--- src/rtl/bcd_down_timer_pkg.sv ---
// Shared types and constants for the BCD countdown timer and its per-digit slice.
package bcd_down_timer_pkg;

   typedef enum logic [1:0] {
      IDLE    = 2'd0,
      RUN     = 2'd1,
      EXPIRED = 2'd2
   } state_t;

   localparam int          DIGIT_W = 4;
   localparam logic [3:0]  BCD_MAX = 4'd9;

   // Clamp an out-of-range nibble to the largest legal BCD digit.
   function automatic logic [DIGIT_W-1:0] sat_digit(input logic [DIGIT_W-1:0] d);
      return (d > BCD_MAX) ? BCD_MAX : d;
   endfunction

endpackage

--- src/rtl/bcd_digit_dn.sv ---
// One BCD digit of the countdown: synchronous saturating load, decrement on
// borrow_in, and borrow_out when the digit wraps from 0 to 9.
module bcd_digit_dn
   import bcd_down_timer_pkg::*;
(
   input  logic               clk,
   input  logic               rst,
   input  logic               load,
   input  logic [DIGIT_W-1:0] load_digit,
   input  logic               borrow_in,
   output logic [DIGIT_W-1:0] digit,
   output logic               borrow_out
);

   logic [DIGIT_W-1:0] digit_reg;
   logic [DIGIT_W-1:0] digit_next;

   always_comb begin
      digit_next = digit_reg;
      if (load) begin
         digit_next = sat_digit(load_digit);
      end else if (borrow_in) begin
         digit_next = (digit_reg == '0) ? BCD_MAX : digit_reg - 4'd1;
      end
   end

   always_ff @(posedge clk or negedge rst) begin
      if (!rst) begin
         digit_reg <= '0;
      end else begin
         digit_reg <= digit_next;
      end
   end

   assign digit      = digit_reg;
   assign borrow_out = borrow_in & ~load & (digit_reg == '0);

endmodule

--- src/rtl/bcd_down_timer.sv ---
// Multi-digit BCD countdown timer with one-cycle expiry pulse.
// Optional periodic mode: define BCD_TIMER_AUTO_RELOAD_EN to reload the last preset on expiry.
module bcd_down_timer
   import bcd_down_timer_pkg::*;
#(
   parameter int DIGITS = 4
) (
   input  logic                      clk,
   input  logic                      rst,
   input  logic                      ena,
   input  logic                      load,
   input  logic [DIGIT_W*DIGITS-1:0] load_val,
   input  logic                      dec,
   output logic [DIGIT_W*DIGITS-1:0] count,
   output logic                      zero,
   output logic                      done,
   output logic                      running
);

   localparam int W = DIGIT_W * DIGITS;

   state_t         state_reg;
   state_t         state_next;
   logic           done_reg;
   logic [W-1:0]   sanitized;
   logic [W-1:0]   load_data;
   logic           digit_load;
   logic [DIGITS:0] borrow;
   logic           borrow_unused;
   logic           acc_load;
   logic           acc_dec;
   logic           expiry;

   genvar gi;
   generate
      for (gi = 0; gi < DIGITS; gi++) begin : g_digit
         assign sanitized[gi*DIGIT_W +: DIGIT_W] = sat_digit(load_val[gi*DIGIT_W +: DIGIT_W]);

         bcd_digit_dn u_digit (
            .clk        (clk),
            .rst        (rst),
            .load       (digit_load),
            .load_digit (load_data[gi*DIGIT_W +: DIGIT_W]),
            .borrow_in  (borrow[gi]),
            .digit      (count[gi*DIGIT_W +: DIGIT_W]),
            .borrow_out (borrow[gi+1])
         );
      end
   endgenerate

   // The top digit can never borrow out: RUN never holds a zero count.
   assign borrow_unused = borrow[DIGITS];

   assign zero     = (count == '0);
   assign acc_load = ena & load;
   assign acc_dec  = ena & dec & ~load & (state_reg == RUN) & ~zero;
   assign expiry   = acc_dec & (count == W'(1));

`ifdef BCD_TIMER_AUTO_RELOAD_EN
   logic [W-1:0] reload_reg;

   always_ff @(posedge clk or negedge rst) begin
      if (!rst) begin
         reload_reg <= '0;
      end else if (acc_load) begin
         reload_reg <= sanitized;
      end
   end

   // Expiry reuses the digit load path to restart from the stored preset.
   assign digit_load = acc_load | expiry;
   assign load_data  = acc_load ? load_val : reload_reg;
   assign borrow[0]  = acc_dec & ~expiry;
`else
   assign digit_load = acc_load;
   assign load_data  = load_val;
   assign borrow[0]  = acc_dec;
`endif

   always_comb begin
      state_next = state_reg;
      if (acc_load) begin
         state_next = (sanitized != '0) ? RUN : IDLE;
      end else if (expiry) begin
`ifdef BCD_TIMER_AUTO_RELOAD_EN
         state_next = RUN;
`else
         state_next = EXPIRED;
`endif
      end
   end

   always_ff @(posedge clk or negedge rst) begin
      if (!rst) begin
         state_reg <= IDLE;
         done_reg  <= 1'b0;
      end else begin
         state_reg <= state_next;
         done_reg  <= expiry;
      end
   end

   assign done    = done_reg;
   assign running = (state_reg == RUN);

endmodule

--- config.mk ---
export PLATFORM = sky130hd
export DESIGN_NAME = bcd_down_timer
export DESIGN_NICKNAME = d
export VERILOG_FILES = /design/src/rtl/bcd_down_timer_pkg.sv /design/src/rtl/bcd_digit_dn.sv /design/src/rtl/bcd_down_timer.sv
export SDC_FILE = /design/constraint.sdc
export NUM_CORES = 1
export LEC_CHECK = 0
export ABC_CLOCK_PERIOD_IN_PS = 3440
export CAP_MARGIN = 30
export CORE_MARGIN = 8
export CORE_UTILIZATION = 30
export CTS_CLUSTER_DIAMETER = 150
export DETAILED_ROUTE_END_ITERATION = 16
export PLACE_DENSITY_LB_ADDON = 0.08
export SLEW_MARGIN = 20
export SYNTH_ARGS = -nofsm -noshare
export SYNTH_HDL_FRONTEND = slang
export SYNTH_SLANG_ARGS = --single-unit
--- constraint.sdc ---
create_clock -name clk -period 3.44 [get_ports clk]
set_input_delay 0.516 -clock clk [delete_from_list [all_inputs] [get_ports clk]]
set_output_delay 0.516 -clock clk [all_outputs]
set_load 0.03 [all_outputs]
==> results.toml, run 1 <==
[setup_path]
r2r_slack_ps = 1130
worstSetupPathType = "reg -> out"
endpoint = "zero"
ff2ff_path_depth = 4
critPathRequiredTime_ps = 2920
end_kind = "output port"
cp-startpoint = "g_digit[3].u_digit.digit[1]$_DFFE_PN0P_"
timing.rr.start = "g_digit[1].u_digit.digit[0]$_DFFE_PN0P_"
reg2reg_to = "g_digit[3].u_digit.digit[2]$_DFFE_PN0P_"
crit_arrival_ps = 2380
path_max_fanout = 5
worstSetupStartpointType = "register"

[sta]
fin_skew_ps = 1.46
whs_ps = 492
relSlewSlack_pct = 55.5
tightestPinTransition_ps = 661
rsz0062_at_grt = "no"
final.setup.tns_ps = 0
hold_violations = 0
min_period_over_period_pct = 84.3
fmax_ghz = 0.345
finalSetupViolCount = 0
period_minus_slack_ps = 2900
slew_violations = 0

[logic_synthesis]
synth_nets = 161
syn_area_sq_um = 1160
ys_seq_area_share_pct = 40.9
postSynthAreaPerCell_sq_um = 8.30
synth_cell_type_count = 34
synth_seq_cells = 19
synthesis.instances = 140
yosys_warnings = 0

[route]
wire_per_inst_microns = 16.5
drtAntennaViolNets = 0
drt-total-wl_microns = 3720
drtIter0Drc = 93
vias = 1261
viasPerCell = 5.60
drc_errors = 0
first_pass_iters = 4

[clock_network]
cts.clk_slew.worst_paths_ps = 70
cts_buffers = 3
cts-root-buf = "clkbuf_8"
post_cts_buffers = 0
cts_tree = "done"
cts_resized = 0
insertion_delay_ps = 250
cts_num_sinks = 19
clockBufferDepth = 2
cts-hold-fix-buffers = 0
h-tree-depth = 1

[placed_design]
gp_congestion = 0.842
port_buffers = 39
place_hpwl_microns = 2790

[grt]
grt_pass1_vias = 1241
grt_antenna_before_repair = 0
grt-ovfl-total = 0
groute.usage.overall_pct = 11.9
grt_pass1_wl_microns = 6080
grt_start_max_net_pins = 20

[final_layout]
seq_area_sq_um = 475
layout-drive-gt1-share_pct = 5.08
nFillCells = 384
multi_input_area_sq_um = 633
syn_to_final_growth_pct = 41.6
largest_reg_flops = 16
antenna_cells = 0
num-nets-final = 199

[power]
clkPwrFrac_pct = 23.0
peakVddDrop_uv = 193
total_power_mw = 0.675
seqPwrFrac_pct = 43.7
power_density_nw_per_um2 = 410
p_int_mw = 0.433
comb_power_share_pct = 33.3
p_sw_mw = 0.242
switching_share_pct = 35.9
power.leakage_nw = 0.607

[floorplan]
core_sq_um = 3690
ios = 40
fp.dieH_microns = 78.2
dieArea_sq_um = 6120
fp.dieW_microns = 78.2
initial_utilization_pct = 31.5
std_cell_rows = 22

[run]
maxCapViolCount = 0

[min_path]
hp-class = "reg -> reg"

[status]
status = "complete, no violations"
==> cell type report <==
class,count,area share [%]
clock buffer,4,2.74
inverter,6,1.37
multi-input combinational,107,38.5
sequential,19,28.9
tap,48,3.65
timing repair buffer,41,24.9
==> power by group through the flow <==
stage | combinational, mW | sequential [mW] | clock [mW]
floorplan | 0.0711 | 0.338 | 0
global placement | 0.224 | 0.297 | 0
detailed placement | 0.224 | 0.297 | 0
CTS | 0.225 | 0.293 | 0.166
global route | 0.242 | 0.302 | 0.174
finish | 0.225 | 0.295 | 0.155
==> cells by family after synthesis <==
group | Yosys count | share of synthesized area [%]
flops | 19 | 40.9
simple gates | 61 | 29.8
buf+inv | 14 | 4.63
compound gates | 46 | 24.7
==> layer usage <==
| layer | wire, microns | GRT usage, % | vias to the layer above |
|---|---|---|---|
| met5 | 0 | 0 | - |
| met3 | 268 | 3.99 | 2 |
| li1 | - | - | 617 |
| met1 | 1720 | 15.3 | 608 |
| met4 | 17 | 2.78 | 0 |
| met2 | 1710 | 18.6 | 34 |
==> critical path, cell delays in order, from the launching register on <==
cell             delay (ps)
dfrtp_1                 410
nor4_1                  620
and4_1                  400
clkdlybuf4s50_1         710
==> cells in the mapped netlist <==
| library cell | number | area (sq um) |
|---|---|---|
| nor4_1 | 7 | 43.8 |
| nor3_1 | 6 | 30.0 |
| nand2_1 | 6 | 22.5 |
| o31ai_1 | 4 | 30.0 |
| or4_4 | 1 | 11.3 |
| and3b_1 | 1 | 8.76 |
| o311ai_0 | 2 | 17.5 |
| nor4b_1 | 1 | 8.76 |
| nand3b_1 | 2 | 15.0 |
| and2_1 | 1 | 6.26 |
| or2b_2 | 1 | 8.76 |
| or4_1 | 6 | 45.0 |
| a31oi_1 | 6 | 37.5 |
| dfrtp_1 | 19 | 475 |
| nand2b_1 | 2 | 12.5 |
| a221o_1 | 1 | 10.0 |
| o31a_2 | 1 | 10.0 |
| inv_1 | 6 | 22.5 |
| o21a_1 | 2 | 15.0 |
| or2_2 | 1 | 6.26 |
| a41o_1 | 1 | 10.0 |
| or3_1 | 3 | 18.8 |
| nand4_1 | 3 | 18.8 |
| nor2_1 | 14 | 52.6 |
| and4_1 | 2 | 17.5 |
| buf_2 | 1 | 5.00 |
| o21ai_0 | 10 | 50.1 |
| a22oi_1 | 1 | 7.51 |
| o41ai_1 | 1 | 8.76 |
| o22ai_1 | 2 | 12.5 |
| nand3_1 | 4 | 20.0 |
| a21oi_1 | 14 | 70.1 |
| clkbuf_1 | 7 | 26.3 |
| o211ai_1 | 1 | 7.51 |
==> worst min-delay path by stage <==
stage,start,endpoint,slack [ps],cells past startpoint
2_1_floorplan,rst,done$_DFF_PN0_,220,0
3_3_place_gp,state_reg[1]$_DFFE_PN0P_,state_reg[1]$_DFFE_PN0P_,470,1
3_5_place_dp,state_reg[1]$_DFFE_PN0P_,state_reg[1]$_DFFE_PN0P_,480,1
4_1_cts,state_reg[1]$_DFFE_PN0P_,state_reg[1]$_DFFE_PN0P_,500,1
5_1_grt,state_reg[1]$_DFFE_PN0P_,state_reg[1]$_DFFE_PN0P_,520,1
6_report,state_reg[1]$_DFFE_PN0P_,state_reg[1]$_DFFE_PN0P_,490,1
==> metrics by stage <==
stage | util, % | area (sq um) | cells | worst slack, ps
after global placement | 43.1 | 1590 | 220 | 870
after global routing | 44.6 | 1650 | 225 | 429
after floorplan | - | 1160 | 140 | 1200
final | 44.6 | 1650 | 225 | 541
after CTS | 44.3 | 1630 | 224 | 551
after detailed placement | 43.1 | 1590 | 220 | 862
==> layout by cell type (no fill, tap or decap), drive strengths merged <==
master / n
o311ai: 2
nor4b: 1
a221o: 1
nand2b: 2
buf: 2
a41o: 1
o211ai: 1
nand4: 3
o31a: 1
a31oi: 6
nor4: 7
o31ai: 4
inv: 6
nand2: 6
nand3: 4
nand3b: 2
and4: 2
o21a: 2
or3: 3
or2b: 1
and3b: 1
o21ai: 10
and2: 1
a21oi: 14
a22oi: 1
clkdlybuf4s50: 39
o22ai: 2
nor3: 6
or4: 7
or2: 1
dfrtp: 19
nor2: 14
o41ai: 1
clkbuf: 4
Note: power is estimated with default switching activity, not from simulation.
==> inputs of run 2 (changes only) <==
--- a/config.mk
+++ b/config.mk
@@ -5,7 +5,7 @@
 export SDC_FILE = /design/constraint.sdc
 export NUM_CORES = 1
 export LEC_CHECK = 0
-export ABC_CLOCK_PERIOD_IN_PS = 3440
+export ABC_CLOCK_PERIOD_IN_PS = 2500
 export CAP_MARGIN = 30
 export CORE_MARGIN = 8
 export CORE_UTILIZATION = 30
==> constraint.sdc (replaced) <==
create_clock -name clk -period 2.5 [get_ports clk]
set_input_delay 0.375 -clock clk [delete_from_list [all_inputs] [get_ports clk]]
set_output_delay 0.375 -clock clk [all_outputs]
set_load 0.03 [all_outputs]
==> run 2 against run 1 <==
Power increased by 41%. Die area stayed put. Flip-flop and latch count unchanged. Design area increased by 3.4%. Clock skew grew 1.0 ps. Wire length increased by 3.2%. Clock-buffer cell count unchanged. Core utilization grew 1.5 points. Combinational power grew 47%. Non-clock buffer count is 6 higher.
==> results.toml, run 2 (synthesized netlist as in run 1, its figures left out) <==
[setup_path]
crit_arrival_ps = 2440
worstSetupPathType = "reg -> reg"
worstSetupStartpointType = "register"
crit_chain = "buf_4 -> or4_4 -> or3_1 -> or4_1 -> a31oi_1"
critPathRequiredTime_ps = 2680
end_kind = "register"
max_stage_delay_ps = 500
path_max_fanout = 8
cp_slowest_cell = "or4_1"

[route]
first_pass_iters = 4
drc_errors = 0
drtIter0Drc = 75
drtAntennaViolNets = 0
viasPerCell = 5.55
drt-total-wl_microns = 3840
wire_per_inst_microns = 16.6
vias = 1283

[floorplan]
ios = 40
initial_utilization_pct = 31.5
fp.dieH_microns = 78.2
std_cell_rows = 22
dieArea_sq_um = 6120
core_sq_um = 3690
fp.dieW_microns = 78.2

[final_layout]
layout-drive-gt1-share_pct = 9.29
most-common-layout-cells = "clkdlybuf4s50_1 (38), dfrtp_1 (19), nor2_1 (14), a21oi_1 (14), o21ai_0 (10)"
fin_cells = 231
num-nets-final = 205
multi_input_area_sq_um = 646
seq_area_sq_um = 475
nFillCells = 378
largest_reg_flops = 16
syn_to_final_growth_pct = 46.4
antenna_cells = 0
final_common_cell = "clkdlybuf4s50_1"

[placed_design]
place_hpwl_microns = 2850
place_ws_ps = 237
dp.cells = 227
gp_congestion = 0.845
port_buffers = 39

[power]
total_power_mw = 0.952
power.leakage_nw = 0.656
peakVddDrop_uv = 307
power_density_nw_per_um2 = 559

[clock_network]
post_cts_buffers = 0
cts.clk_slew.worst_paths_ps = 70
clockBufferDepth = 2
insertion_delay_ps = 260
h-tree-depth = 1
cts-root-buf = "clkbuf_8"
cts_num_sinks = 19
cts_tree = "done"
cts_buffers = 3
cts-hold-fix-buffers = 0

[sta]
fmax_ghz = 0.442
whs_ps = 460
period_minus_slack_ps = 2260
min_period_over_period_pct = 90.6
final.setup.tns_ps = 0
hold_violations = 0
relSlewSlack_pct = 68.3
layout_setup_ws_ps = 236
tightestPinTransition_ps = 472
fin_skew_ps = 2.50
slew_violations = 0
rsz0062_at_grt = "no"
finalSetupViolCount = 0

[grt]
groute.usage.overall_pct = 12.3
grt-ovfl-total = 0
grt_start_max_net_pins = 27
grt_antenna_before_repair = 0
grt_pass1_wl_microns = 6220
grt_pass1_vias = 1280

[status]
status = "complete, no violations"

[min_path]
hp-class = "in -> async"

[run]
maxCapViolCount = 0
-- run 2: cell count changes in the layout (fill, tap and decap cells not counted) --
cell,delta
buf_6,-1
nor4_1,-2
nor4_2,+2
dlymetal6s2s_1,+1
buf_4,+7
clkdlybuf4s50_1,-1
-- run 2: area by class of cell --
class                      count  share of cell area (%)
multi-input combinational    107                    37.9
clock buffer                   4                    2.65
timing repair buffer          47                    26.6
inverter                       6                    1.32
tap                           48                    3.53
sequential                    19                    27.9
-- run 2: repair_timing --
item                                    CTS  global route
resized for setup                         1             2
endpoints found under the hold margin     0             0
endpoints found under the setup margin    1             1
-- run 2: worst max-delay path, delay by kind of cell, from the launching register on --
kind	cells	cell delay [ps]
AO/OA/AOI/OAI	1	180
AND/OR/NAND/NOR	3	1420
buffers and inverters	1	170
flip-flops	1	410
-- run 2: through the flow --
stage               utilization (%)  area [sq um]
floorplan                         -          1160
global placement               44.5          1640
detailed placement             44.5          1640
CTS                            45.9          1690
global route                   46.1          1700
finish                         46.1          1700
-- run 2: worst paths after layout --
kind / depth (start not counted) / startpoint / slack (ps) / end
max: 5 / g_digit[0].u_digit.digit[1]$_DFFE_PN0P_ / 240 / g_digit[3].u_digit.digit[2]$_DFFE_PN0P_
min: 2 / rst / 460 / state_reg[1]$_DFFE_PN0P_
max reg2reg: 5 / g_digit[0].u_digit.digit[1]$_DFFE_PN0P_ / 240 / g_digit[3].u_digit.digit[2]$_DFFE_PN0P_
min reg2reg: 1 / state_reg[1]$_DFFE_PN0P_ / 480 / state_reg[1]$_DFFE_PN0P_
max in group asynchronous: 2 / rst / 1830 / g_digit[1].u_digit.digit[3]$_DFFE_PN0P_
min in group clk: 1 / state_reg[1]$_DFFE_PN0P_ / 480 / state_reg[1]$_DFFE_PN0P_
-- run 2: power breakdown --
| part | switching, mW | total (mW) | internal, mW |
|---|---|---|---|
| Sequential | 0.0560 | 0.401 | 0.345 |
| Clock | 0.108 | 0.221 | 0.113 |
| Combinational | 0.182 | 0.330 | 0.148 |
| Total | 0.346 | 0.952 | 0.606 |
-- run 2: routing by layer --
layer  wire, microns  vias to the layer above  track usage [%]
li1                -                      624                -
met1            1690                      625             15.1
met4              13                        0             2.41
met3             283                        2             4.21
met2            1850                       32             20.2
met5               0                        -                0
==> inputs of run 3 (changes only) <==
--- a/config.mk
+++ b/config.mk
@@ -12,6 +12,7 @@
 export CTS_CLUSTER_DIAMETER = 150
 export DETAILED_ROUTE_END_ITERATION = 16
 export PLACE_DENSITY_LB_ADDON = 0.08
+export RECOVER_POWER = 25
 export SLEW_MARGIN = 20
 export SYNTH_ARGS = -nofsm -noshare
 export SYNTH_HDL_FRONTEND = slang
==> run 3 against run 2 <==
Combinational power is essentially flat. Final cell count is the same. Core utilization shrank 0.10 points. Clock power is essentially flat. Design area shrank 0.22%. Clock skew is the same. Maximum frequency is essentially flat. Sequential share of layout area grew 0.062 points.
==> results.toml, run 3 (synthesized netlist as in run 1, its figures left out) <==
[power]
power.leakage_nw = 0.652
total_power_mw = 0.951
power_density_nw_per_um2 = 560
peakVddDrop_uv = 307

[grt]
grt-ovfl-total = 0
gr-max-usage-layer = "met2"
use_met3_pct = 4.21
grt_pass1_vias = 1280
met1_usage_pct = 15.1
grt_pass1_wl_microns = 6220
grt_start_max_net_pins = 27
met2_usage_pct = 20.2
grt_antenna_before_repair = 0
groute.usage.overall_pct = 12.3

[clock_network]
cts_tree = "done"
insertion_delay_ps = 260
cts_num_sinks = 19
h-tree-depth = 1
clockBufferDepth = 2
cts_buffers = 3
cts.clk_slew.worst_paths_ps = 70
cts-root-buf = "clkbuf_8"
post_cts_buffers = 0

[floorplan]
initial_utilization_pct = 31.5
fp.dieW_microns = 78.2
fp.dieH_microns = 78.2
dieArea_sq_um = 6120
core_sq_um = 3690
std_cell_rows = 22
ios = 40

[sta]
hold_violations = 0
fin_skew_ps = 2.50
finalSetupViolCount = 0
tightestPinTransition_ps = 1110
min_period_over_period_pct = 90.6
fmax_ghz = 0.442
rsz0062_at_grt = "no"
final.setup.tns_ps = 0
slew_violations = 0
period_minus_slack_ps = 2260
relSlewSlack_pct = 26.1

[final_layout]
num-nets-final = 205
seq_area_sq_um = 475
nFillCells = 378
antenna_cells = 0
most-common-layout-cells = "clkdlybuf4s50_1 (37), dfrtp_1 (19), nor2_1 (14), a21oi_1 (14), o21ai_0 (10)"
design_area_sq_um = 1700
syn_to_final_growth_pct = 46.1
layout-drive-gt1-share_pct = 8.74
multi_input_area_sq_um = 646
largest_reg_flops = 16
final_common_cell = "clkdlybuf4s50_1"

[placed_design]
place_area_sq_um = 1640
gp_congestion = 0.845
place_hpwl_microns = 2850
port_buffers = 39

[route]
drtAntennaViolNets = 0
wire_per_inst_microns = 16.6
drt-total-wl_microns = 3830
drc_errors = 0
first_pass_iters = 4
vias = 1281
viasPerCell = 5.55
drtIter0Drc = 75

[status]
status = "complete, no violations"

[setup_path]
critPathRequiredTime_ps = 2680
end_kind = "register"
crit_arrival_ps = 2440
path_max_fanout = 8
worstSetupStartpointType = "register"
worstSetupPathType = "reg -> reg"

[run]
maxCapViolCount = 0

[min_path]
hp-class = "reg -> reg"
-- run 3: cell types whose count changed in the layout (fill, tap and decap cells not counted), sizes merged --
cell,change
clkbuf,+1
dlygate4sd3,+1
clkdlybuf4s50,-1
buf,-1
-- run 3: cell type report --
class | count | area share, %
inverters | 6 | 1.33
clock buffers | 4 | 2.65
flip-flops and latches | 19 | 28.0
well taps | 48 | 3.54
multi-input cells | 107 | 38.0
repair buffers | 47 | 26.5
-- run 3: path summary, 6_finish.rpt --
| path | start | end | slack [ps] | cells after the start |
|---|---|---|---|---|
| worst max-delay path | g_digit[0].u_digit.digit[1]$_DFFE_PN0P_ | g_digit[3].u_digit.digit[2]$_DFFE_PN0P_ | 240 | 5 |
| worst min-delay path | state_reg[1]$_DFFE_PN0P_ | state_reg[1]$_DFFE_PN0P_ | 480 | 1 |
| worst max register to register | g_digit[0].u_digit.digit[1]$_DFFE_PN0P_ | g_digit[3].u_digit.digit[2]$_DFFE_PN0P_ | 240 | 5 |
| worst min register to register | state_reg[1]$_DFFE_PN0P_ | state_reg[1]$_DFFE_PN0P_ | 480 | 1 |
| max in group asynchronous | rst | g_digit[1].u_digit.digit[3]$_DFFE_PN0P_ | 1000 | 2 |
| min in group asynchronous | rst | state_reg[1]$_DFFE_PN0P_ | 840 | 2 |
-- run 3: report_power, final --
group	leakage [nW]	internal, mW	switching, mW	total [mW]
Sequential	0.226	0.345	0.0560	0.401
Clock	0.0228	0.113	0.108	0.221
Combinational	0.403	0.147	0.182	0.329
-- run 3: metrics by stage --
| step | util [%] | setup slack [ps] | hold WS, ps | cells |
|---|---|---|---|---|
| after CTS | 45.9 | 17.4 | 465 | 231 |
| after detailed placement | 44.5 | 237 | 472 | 227 |
| after floorplan | - | 263 | 79.4 | 140 |
| final | 46.0 | 235 | 485 | 231 |
| after global routing | 46.0 | 161 | 500 | 231 |
| after global placement | 44.5 | 279 | 469 | 227 |
-- run 3: per-layer routing --
| metal | up-vias | wire (microns) |
|---|---|---|
| met3 | 2 | 282 |
| met5 | - | 0 |
| met1 | 625 | 1690 |
| met4 | 0 | 13 |
| li1 | 622 | - |
| met2 | 32 | 1850 |
-- run 3: repair_timing --
item                                    CTS  global route
endpoints found under the setup margin    1             1
hold endpoints to repair                  0             0
hold buffers                              0             0
resized for setup                         1             2
-- run 3: critical path, cell delays in order, from the launching register on --
cell	delay [ps]
dfrtp_1	410
buf_4	170
or4_4	480
or3_1	440
or4_1	500
a31oi_1	180
